`config.mk`:
```
export PLATFORM = sky130hd
export DESIGN_NAME = pipe_skid_reg_flat
export DESIGN_NICKNAME = d
export VERILOG_FILES = /design/src/rtl/pipe_pkg.sv /design/src/rtl/pipe_skid_reg_if.sv /design/src/rtl/pipe_skid_reg.sv /design/src/flat_wrapper.sv
export SDC_FILE = /design/constraint.sdc
export NUM_CORES = 1
export LEC_CHECK = 0
export CAP_MARGIN = 30
export CORE_MARGIN = 4
export CORE_UTILIZATION = 55
export CTS_CLUSTER_SIZE = 14
export DETAILED_ROUTE_END_ITERATION = 10
export PLACE_DENSITY = 0.95
export SYNTH_ARGS = -nofsm -noshare
export SYNTH_HDL_FRONTEND = slang
export SYNTH_SLANG_ARGS = --single-unit
```
`constraint.sdc`:
```
create_clock -name CLK -period 4.7 [get_ports CLK]
set_clock_uncertainty 0.1 [all_clocks]
set_input_delay 1.175 -clock CLK [delete_from_list [all_inputs] [get_ports CLK]]
set_output_delay 1.175 -clock CLK [all_outputs]
set_load 0.005 [all_outputs]
```
`src/rtl/pipe_pkg.sv`:
```
`default_nettype none
// ============================================================================
// Module      : pipe_pkg
// Description : Shared types and constants for the elastic skid stage.
// Revision    : 1.0 - initial release
// ============================================================================
package pipe_pkg;

    localparam int OCC_W = 2;

    typedef enum logic [1:0] {
        SKID_EMPTY = 2'd0,
        SKID_BUSY  = 2'd1,
        SKID_FULL  = 2'd2
    } skid_state_t;

    function automatic logic [OCC_W-1:0] occ_of(input skid_state_t s);
        logic [OCC_W-1:0] n;
        case (s)
            SKID_BUSY: n = 2'd1;
            SKID_FULL: n = 2'd2;
            default:   n = 2'd0;
        endcase
        return n;
    endfunction

endpackage
`default_nettype wire

```
`src/rtl/pipe_skid_reg_if.sv`:
```
`default_nettype none
// ============================================================================
// Module      : pipe_skid_reg_if
// Description : Valid/ready handshake bundle around one elastic skid stage.
// Revision    : 1.0 - initial release
// ============================================================================
interface pipe_skid_reg_if
    import pipe_pkg::*;
#(
    parameter int DATA_W = 32
) ();

    logic              flush;
    logic              in_valid;
    logic              in_ready;
    logic [DATA_W-1:0] in_data;
    logic              out_valid;
    logic              out_ready;
    logic [DATA_W-1:0] out_data;
    logic [OCC_W-1:0]  occupancy;

    // master drives the stage; slave is the stage itself
    modport master (
        output flush, in_valid, in_data, out_ready,
        input  in_ready, out_valid, out_data, occupancy
    );

    modport slave (
        input  flush, in_valid, in_data, out_ready,
        output in_ready, out_valid, out_data, occupancy
    );

endinterface
`default_nettype wire

```
`src/rtl/pipe_skid_reg.sv`:
```
`default_nettype none
// ============================================================================
// Module      : pipe_skid_reg
// Description : Two-entry elastic pipeline register with registered ready.
// Revision    : 1.0 - initial release
// ============================================================================
module pipe_skid_reg
    import pipe_pkg::*;
#(
    parameter int              DATA_W     = 32,
    parameter logic [DATA_W-1:0] BUBBLE_VAL = '0
) (
    input  wire logic           CLK,
    input  wire logic           RST,
    pipe_skid_reg_if.slave      bus
);

    skid_state_t       state_q, state_d;
    logic [DATA_W-1:0] main_q, main_d;
    logic [DATA_W-1:0] skid_q, skid_d;
    logic              in_ready_q, out_valid_q;
    logic [OCC_W-1:0]  occ_q;

    logic w_push;
    logic w_pop;

    assign w_push = bus.in_valid & in_ready_q;
    assign w_pop  = out_valid_q & bus.out_ready;

    always_comb begin
        state_d = state_q;
        main_d  = main_q;
        skid_d  = skid_q;
        if (bus.flush) begin
            // a pop this cycle already completed; any push is dropped
            state_d = SKID_EMPTY;
            main_d  = BUBBLE_VAL;
            skid_d  = BUBBLE_VAL;
        end else begin
            case (state_q)
                SKID_EMPTY: begin
                    if (w_push) begin
                        state_d = SKID_BUSY;
                        main_d  = bus.in_data;
                    end
                end
                SKID_BUSY: begin
                    if (w_push && w_pop) begin
                        main_d = bus.in_data;
                    end else if (w_push) begin
                        state_d = SKID_FULL;
                        skid_d  = bus.in_data;
                    end else if (w_pop) begin
                        state_d = SKID_EMPTY;
                        main_d  = BUBBLE_VAL;
                    end
                end
                SKID_FULL: begin
                    if (w_pop) begin
                        state_d = SKID_BUSY;
                        main_d  = skid_q;
                        skid_d  = BUBBLE_VAL;
                    end
                end
                default: begin
                    state_d = SKID_EMPTY;
                    main_d  = BUBBLE_VAL;
                    skid_d  = BUBBLE_VAL;
                end
            endcase
        end
    end

    always_ff @(posedge CLK or posedge RST) begin
        if (RST) begin
            state_q     <= SKID_EMPTY;
            main_q      <= BUBBLE_VAL;
            skid_q      <= BUBBLE_VAL;
            in_ready_q  <= 1'b0;
            out_valid_q <= 1'b0;
            occ_q       <= '0;
        end else begin
            state_q     <= state_d;
            main_q      <= main_d;
            skid_q      <= skid_d;
            in_ready_q  <= (state_d != SKID_FULL);
            out_valid_q <= (state_d != SKID_EMPTY);
            occ_q       <= occ_of(state_d);
        end
    end

    assign bus.in_ready  = in_ready_q;
    assign bus.out_valid = out_valid_q;
    assign bus.out_data  = main_q;
    assign bus.occupancy = occ_q;

endmodule
`default_nettype wire
```
`src/flat_wrapper.sv`:
```
// flat-port wrapper written by rule: the top's interface ports become plain ports
module pipe_skid_reg_flat import pipe_pkg::*;
#(
    parameter int              DATA_W     = 32,
    parameter logic [DATA_W-1:0] BUBBLE_VAL = '0
)
  (CLK, RST, bus_flush, bus_in_valid, bus_in_data, bus_out_ready, bus_in_ready, bus_out_valid, bus_out_data, bus_occupancy);
  pipe_skid_reg_if #(.DATA_W(DATA_W)) bus_i ();
  input  wire logic CLK;
  input  wire logic RST;
  input wire logic [$bits(bus_i.flush)-1:0] bus_flush;
  input wire logic [$bits(bus_i.in_valid)-1:0] bus_in_valid;
  input wire logic [$bits(bus_i.in_data)-1:0] bus_in_data;
  input wire logic [$bits(bus_i.out_ready)-1:0] bus_out_ready;
  output wire logic [$bits(bus_i.in_ready)-1:0] bus_in_ready;
  output wire logic [$bits(bus_i.out_valid)-1:0] bus_out_valid;
  output wire logic [$bits(bus_i.out_data)-1:0] bus_out_data;
  output wire logic [$bits(bus_i.occupancy)-1:0] bus_occupancy;
  assign bus_i.flush = bus_flush;
  assign bus_i.in_valid = bus_in_valid;
  assign bus_i.in_data = bus_in_data;
  assign bus_i.out_ready = bus_out_ready;
  assign bus_in_ready = bus_i.in_ready;
  assign bus_out_valid = bus_i.out_valid;
  assign bus_out_data = bus_i.out_data;
  assign bus_occupancy = bus_i.occupancy;
  pipe_skid_reg #(.DATA_W(DATA_W), .BUBBLE_VAL(BUBBLE_VAL)) u_core (.CLK(CLK), .RST(RST), .bus(bus_i));
endmodule
```
==> flow_summary_export.csv, run 1 <==
group,metric,value,unit
placement,place_congestion,0.774,
final_layout,stdcell_area,0.00442,mm²
final_layout,fillers,429,
placement,hpwl,5460,µm
yosys,synth_seq_cells,70,
pwr,power,1.47,mW
yosys,syn-num-nets,343,
floorplan,dieHeight,88.0,µm
timing,relSlewSlack,0.415,
timing,hold_viol,0,
setup_path,required,4.85,ns
setup_path,path_class,"reg2reg",
detailed_routing,drt_pass1_iterations,4,
clock_tree,cts_setup_buffers,0,
floorplan,start_util,0.581,
yosys,yosys_warnings,0,
yosys,synthesis.area,0.00352,mm²
setup_path,arrival,3.17,ns
timing,finalMaxSlewViolations,0,
yosys,synth.largest_area_cell,"dfrtp_1",
yosys,synth.distinct_cells,29,
final_layout,final_core_util,0.729,
min_path,hold_path_class,"reg2reg",
status,outcome,"finished, final reports clean",
placement,placed_area,0.00424,mm²
clock_tree,cts_hold_buf,0,
floorplan,coreArea,0.00606,mm²
final_layout,layout-drive-gt1-share,0.151,
grt,overflow,0,
timing,setup_violations,0,
clock_tree,clkSlewWorstSetupHoldPaths,0.07,ns
clock_tree,cts.sinks,70,
floorplan,io_pins,73,
yosys,ys_top_cells_by_area,"dfrtp_1 50%, o2bb2ai_2 13%, mux2i_1 12%",
final_layout,syn_to_final_growth,25.5,%
floorplan,die_width,88.0,µm
pwr,power_density,333,mW/mm²
floorplan,fp.dieArea,0.00774,mm²
clock_tree,htree_levels,3,
job,maxCapViolCount,0,
clock_tree,clk_latency,0.34,ns
grt,grt_pass1_vias,2744,
setup_path,crit_path_start_kind,"flop",
timing,fin_crit_sh,0.642,
placement,portBuffers,72,
clock_tree,cts_buffer_depth,2,
setup_path,critPathMaxFanout,24,
detailed_routing,vias_per_cell,5.72,
final_layout,diodes,0,
timing,fin_tns_setup,0,ns
setup_path,worstSetupEndpointType,"flop",
final_layout,nets,407,
pwr,ir_worst_vdd,197,µV
pwr,power_leakage,1.94,nW
clock_tree,cts_buffers,9,
detailed_routing,ant_nets,0,
yosys,synth_seq_area_share,0.498,
timing,worst_pin_slew,0.877,ns
floorplan,rows,28,
detailed_routing,wl,8450,µm
timing,period_needed,3.02,ns
grt,grt_max_degree,71,
grt,antenna_found_initial,0,
yosys,avgSynthCellArea,11.5,µm²
grt,grt_pass1_wl,13900,µm
detailed_routing,num_vias,2559,
timing,hold_ws,0.389,ns
detailed_routing,drt-initial-drc-count,203,
clock_tree,cts-root-buf,"clkbuf_8",
clock_tree,cts_tree,"built",
timing,fmax,331,MHz
yosys,synth.top_cell.area_share,0.498,
detailed_routing,drc,0,
grt,grt_usage,0.237,
timing,rsz0062_at_grt,"false",
detailed_routing,wl_per_cell,18.9,µm
clock_tree,post_cts_resized,0,
yosys,synthCells,306,
==> flip-flops by register name (all words and copies together), names as in the netlist <==
signal / count
u_core.bus.out_data: 32
u_core.skid_q: 32
u_core.bus.occupancy: 2
u_core.state_q: 2
u_core.bus.in_ready: 1
u_core.bus.out_valid: 1
==> per-stage QoR <==
step	worst slack, ns	std cells
global route	1.56	447
floorplan	1.66	306
detailed placement	1.46	434
global placement	1.32	433
finish	1.68	447
CTS	1.70	447
==> cell families (layout without fill, tap and decap cells) <==
logic type             count (synthesis)  count (layout)  share of synthesized area
AND/OR/NAND/NOR                       58              58                     0.0750
buffers and inverters                 58             124                     0.0818
AO/OA/AOI/OAI                         78              78                      0.226
multiplexers                          42              42                      0.119
flip-flops                            70              70                      0.498
==> worst max-delay path, cell delays in order, from the launching register on <==
cell and delay (ns):
dfrtp_1 0.91, nor2b_4 0.71, o21ai_2 0.14, a21oi_4 0.48
buf_4 0.43, o2bb2ai_2 0.15
==> per-layer routing <==
layer  global-route usage  vias up  share of wire
met5                    0        -              0
met4                0.105        0          0.023
met3               0.0320       16          0.035
met2                0.390       67           0.52
met1                0.314     1282           0.43
li1                     -     1194              -
==> power by group <==
| part | switching (mW) | internal, mW | total [mW] |
|---|---|---|---|
| clock network | 0.208 | 0.250 | 0.458 |
| logic | 0.162 | 0.157 | 0.319 |
| registers | 0.0449 | 0.648 | 0.693 |
==> cells in the final DEF, fill, tap and decap left out, drive strengths merged <==
master         count
a211oi             2
a21o               3
a21oi             15
a22oi             22
a31oi              1
a32oi              1
and2               1
and2b              2
buf                5
bufinv             1
clkbuf            11
clkdlybuf4s50     72
clkinv             1
dfrtp             70
inv               34
mux2i             42
nand2             37
nand2b             1
nand3              1
nand4              1
nand4b             1
nor2              13
nor2b              1
o21ai              1
o21bai             1
o2bb2ai           32
==> synthesized netlist by cell type <==
library cell / number
clkbuf_1: 4
inv_1: 34
o2bb2ai_1: 2
nor2_1: 13
and2_1: 1
mux2i_1: 42
o2bb2ai_2: 30
a21oi_1: 14
nand2b_1: 1
nand4b_4: 1
a22oi_1: 22
nor2b_4: 1
a32oi_2: 1
o21ai_2: 1
nand4_1: 1
buf_4: 5
a21o_1: 2
a211oi_1: 2
and2b_1: 2
clkbuf_4: 3
buf_2: 8
a21o_4: 1
nand3_1: 1
buf_6: 4
a31oi_1: 1
o21bai_1: 1
a21oi_2: 1
nand2_1: 37
dfrtp_1: 70
==> layout make-up <==
cell class,instances,area (µm²),area share
Clock buffer,11,141,0.0320
Clock inverter,2,35.0,0.00793
Inverter,34,128,0.0289
Multi-Input combinational cell,178,1500,0.340
Sequential cell,70,1750,0.396
Tap cell,75,93.8,0.0212
Timing Repair Buffer,77,766,0.173
==> final timing paths <==
path                                                      from                                  end  slack [ns]  depth (start not counted)
min reg2reg                u_core.bus.out_data[29]$_DFFE_PP0P_  u_core.bus.out_data[29]$_DFFE_PP0P_        0.39                          1
min                        u_core.bus.out_data[29]$_DFFE_PP0P_  u_core.bus.out_data[29]$_DFFE_PP0P_        0.39                          1
max in group asynchronous                                  RST       u_core.bus.out_valid$_DFF_PP0_        2.61                          3
max                                u_core.state_q[1]$_DFF_PP0_  u_core.bus.out_data[12]$_DFFE_PP0P_        1.68                          5
min in group asynchronous                                  RST  u_core.bus.out_data[19]$_DFFE_PP0P_        1.32                          3
max reg2reg                        u_core.state_q[1]$_DFF_PP0_  u_core.bus.out_data[12]$_DFFE_PP0P_        1.68                          5
No activity file was read; power rests on OpenSTA's default activity.
==> run 2, diff against run 1 <==
- CORE_UTILIZATION: 55 -> 51
- PLACE_DENSITY: 0.95 -> 0.9
- clock period: 4.7 -> 2.8 ns (I/O delays scaled with it)
==> run 2 against run 1 <==
Compared with the run above:
- non-clock buffer count up 9
- largest cell class unchanged
- flip-flop and latch count unchanged
- largest power group unchanged
- die area up 7.1%
- register-to-register slack worse by 0.89 ns
- clock power up 74%
- hold slack better by 0.0074 ns
- setup slack worse by 1.2 ns
- total power up 71%
- cell count up 3.6%
- combinational power up 78%
- first-iteration DRC count down 18%
- cell area up 2.9%
==> flow_summary_export.csv, run 2 (synthesized netlist as in run 1, its figures left out) <==
group,metric,value,unit
clock_tree,clk_latency,0.34,ns
setup_path,regToRegStartpoint,"u_core.state_q[0]$_DFF_PP0_",
pwr,switching_share,0.294,
grt,grt_max_degree,35,
detailed_routing,wl_per_cell,17.9,µm
grt,overflow,0,
timing,period_needed,2.27,ns
pwr,power_leakage,2.00,nW
detailed_routing,highest_layer,"met4",
clock_tree,cts_hold_buf,0,
final_layout,final_core_util,0.673,
setup_path,arrival,2.43,ns
clock_tree,post_cts_resized,0,
timing,fin_tns_setup,0,ns
grt,grt_pass1_wl,13900,µm
floorplan,fp.dieArea,0.00829,mm²
floorplan,coreArea,0.00676,mm²
timing,relSlewSlack,0.506,
timing,worst_pin_slew,0.739,ns
timing,setup_violations,0,
final_layout,diodes,0,
clock_tree,cts_buffers,9,
setup_path,required,2.96,ns
pwr,switchingPower,739,µW
final_layout,final_common_cell,"clkdlybuf4s50_1",
timing,fmax,441,MHz
detailed_routing,drt_pass1_iterations,4,
detailed_routing,drc,0,
detailed_routing,wl_met2,4310,µm
final_layout,final_cell_mix,"72 x clkdlybuf4s50_1, 70 x dfrtp_1, 42 x mux2i_1",
detailed_routing,ant_nets,0,
grt,grt_usage,0.211,
grt,antenna_found_initial,0,
floorplan,io_pins,73,
setup_path,cp_cell_sequence,"clkdlybuf4s50_1 -> a31oi_1 -> o21bai_4 -> buf_4 -> mux2i_1",
pwr,p_int,1.78,mW
setup_path,critPathMaxFanout,32,
final_layout,syn_to_final_growth,29.2,%
clock_tree,clkSlewWorstSetupHoldPaths,0.07,ns
placement,portBuffers,72,
detailed_routing,wl_met1,3560,µm
clock_tree,htree_levels,3,
setup_path,cp_top_family,"buffers and inverters",
final_layout,nets,416,
setup_path,path_buf_inv,2,
timing,fin_crit_sh,0.811,
final_layout,layout-drive-gt1-share,0.178,
clock_tree,cts_setup_buffers,0,
placement,hpwl,5650,µm
final_layout,fillers,501,
detailed_routing,wl_met3,288,µm
pwr,ir_worst_vdd,336,µV
detailed_routing,drt-initial-drc-count,166,
floorplan,rows,30,
grt,grt_pass1_vias,2766,
detailed_routing,num_vias,2603,
min_path,hold_path_class,"reg2reg",
timing,finalMaxSlewViolations,0,
clock_tree,cts-root-buf,"clkbuf_8",
pwr,p_clk_frac,0.316,
setup_path,worstSetupEndpointType,"flop",
setup_path,cp_slowest_stage_delay,0.62,ns
setup_path,crit_path_start_kind,"input port",
clock_tree,cts_buffer_depth,2,
timing,hold_viol,0,
pwr,combPwrFrac,0.226,
detailed_routing,wl,8270,µm
setup_path,crit_slowest_cell,"clkdlybuf4s50_1",
detailed_routing,vias_per_cell,5.62,
pwr,power_density,553,mW/mm²
floorplan,start_util,0.521,
status,outcome,"finished, final reports clean",
floorplan,dieHeight,91.1,µm
job,maxCapViolCount,0,
clock_tree,cts_tree,"built",
floorplan,die_width,91.1,µm
setup_path,timing.critical_path.from,"bus_in_valid",
clock_tree,cts.sinks,70,
pwr,power_frac_seq,0.458,
timing,rsz0062_at_grt,"false",
min_path,min-delay-start,"u_core.bus.out_data[3]$_DFFE_PP0P_",
placement,place_congestion,0.777,
setup_path,path_class,"in2reg",
[run 2: path summary, 6_finish.rpt]
check                                                      end  slack [ns]  depth (start not counted)
max                              u_core.skid_q[17]$_DFFE_PP0P_        0.53                          5
min                         u_core.bus.out_data[3]$_DFFE_PP0P_        0.40                          1
max reg2reg                      u_core.skid_q[17]$_DFFE_PP0P_        0.79                          5
min reg2reg                 u_core.bus.out_data[3]$_DFFE_PP0P_        0.40                          1
max in group asynchronous   u_core.bus.out_data[2]$_DFFE_PP0P_        1.24                          3
min in group asynchronous  u_core.bus.out_data[25]$_DFFE_PP0P_        0.70                          2
[run 2: routing by layer]
metal	vias to the layer above	GRT usage
met3	8	0.0315
met2	76	0.341
met4	0	0.0854
met5	-	0
li1	1213	-
met1	1306	0.286
[run 2: through the flow]
| step | hold WS [ns] | total power, mW | instance area (µm²) | setup WS, ns | cells |
|---|---|---|---|---|---|
| 2_1_floorplan | 0.379 | 1.49 | 3520 | 0.232 | 306 |
| 3_3_place_gp | 0.378 | 1.72 | 4360 | 0.266 | 448 |
| 3_5_place_dp | 0.376 | 1.74 | 4360 | 0.184 | 448 |
| 4_1_cts | 0.396 | 2.53 | 4550 | 0.530 | 463 |
| 5_1_grt | 0.409 | 2.64 | 4550 | 0.454 | 463 |
| 6_report | 0.397 | 2.52 | 4550 | 0.530 | 463 |
[run 2: layout make-up]
cell class / count / area, µm² / share of cell area
Clock inverter: 6 / 63.8 / 0.0140
Timing Repair Buffer: 86 / 876 / 0.193
Tap cell: 80 / 100 / 0.0220
Sequential cell: 70 / 1750 / 0.385
Inverter: 34 / 128 / 0.0281
Clock buffer: 9 / 124 / 0.0273
Multi-Input combinational cell: 178 / 1500 / 0.331
[run 2: power groups by stage]
stage / clock [mW] / combinational [mW] / sequential (mW)
floorplan: 0 / 0.332 / 1.15
global placement: 0 / 0.555 / 1.16
detailed placement: 0 / 0.573 / 1.17
CTS: 0.801 / 0.574 / 1.15
global route: 0.857 / 0.619 / 1.16
finish: 0.795 / 0.569 / 1.15
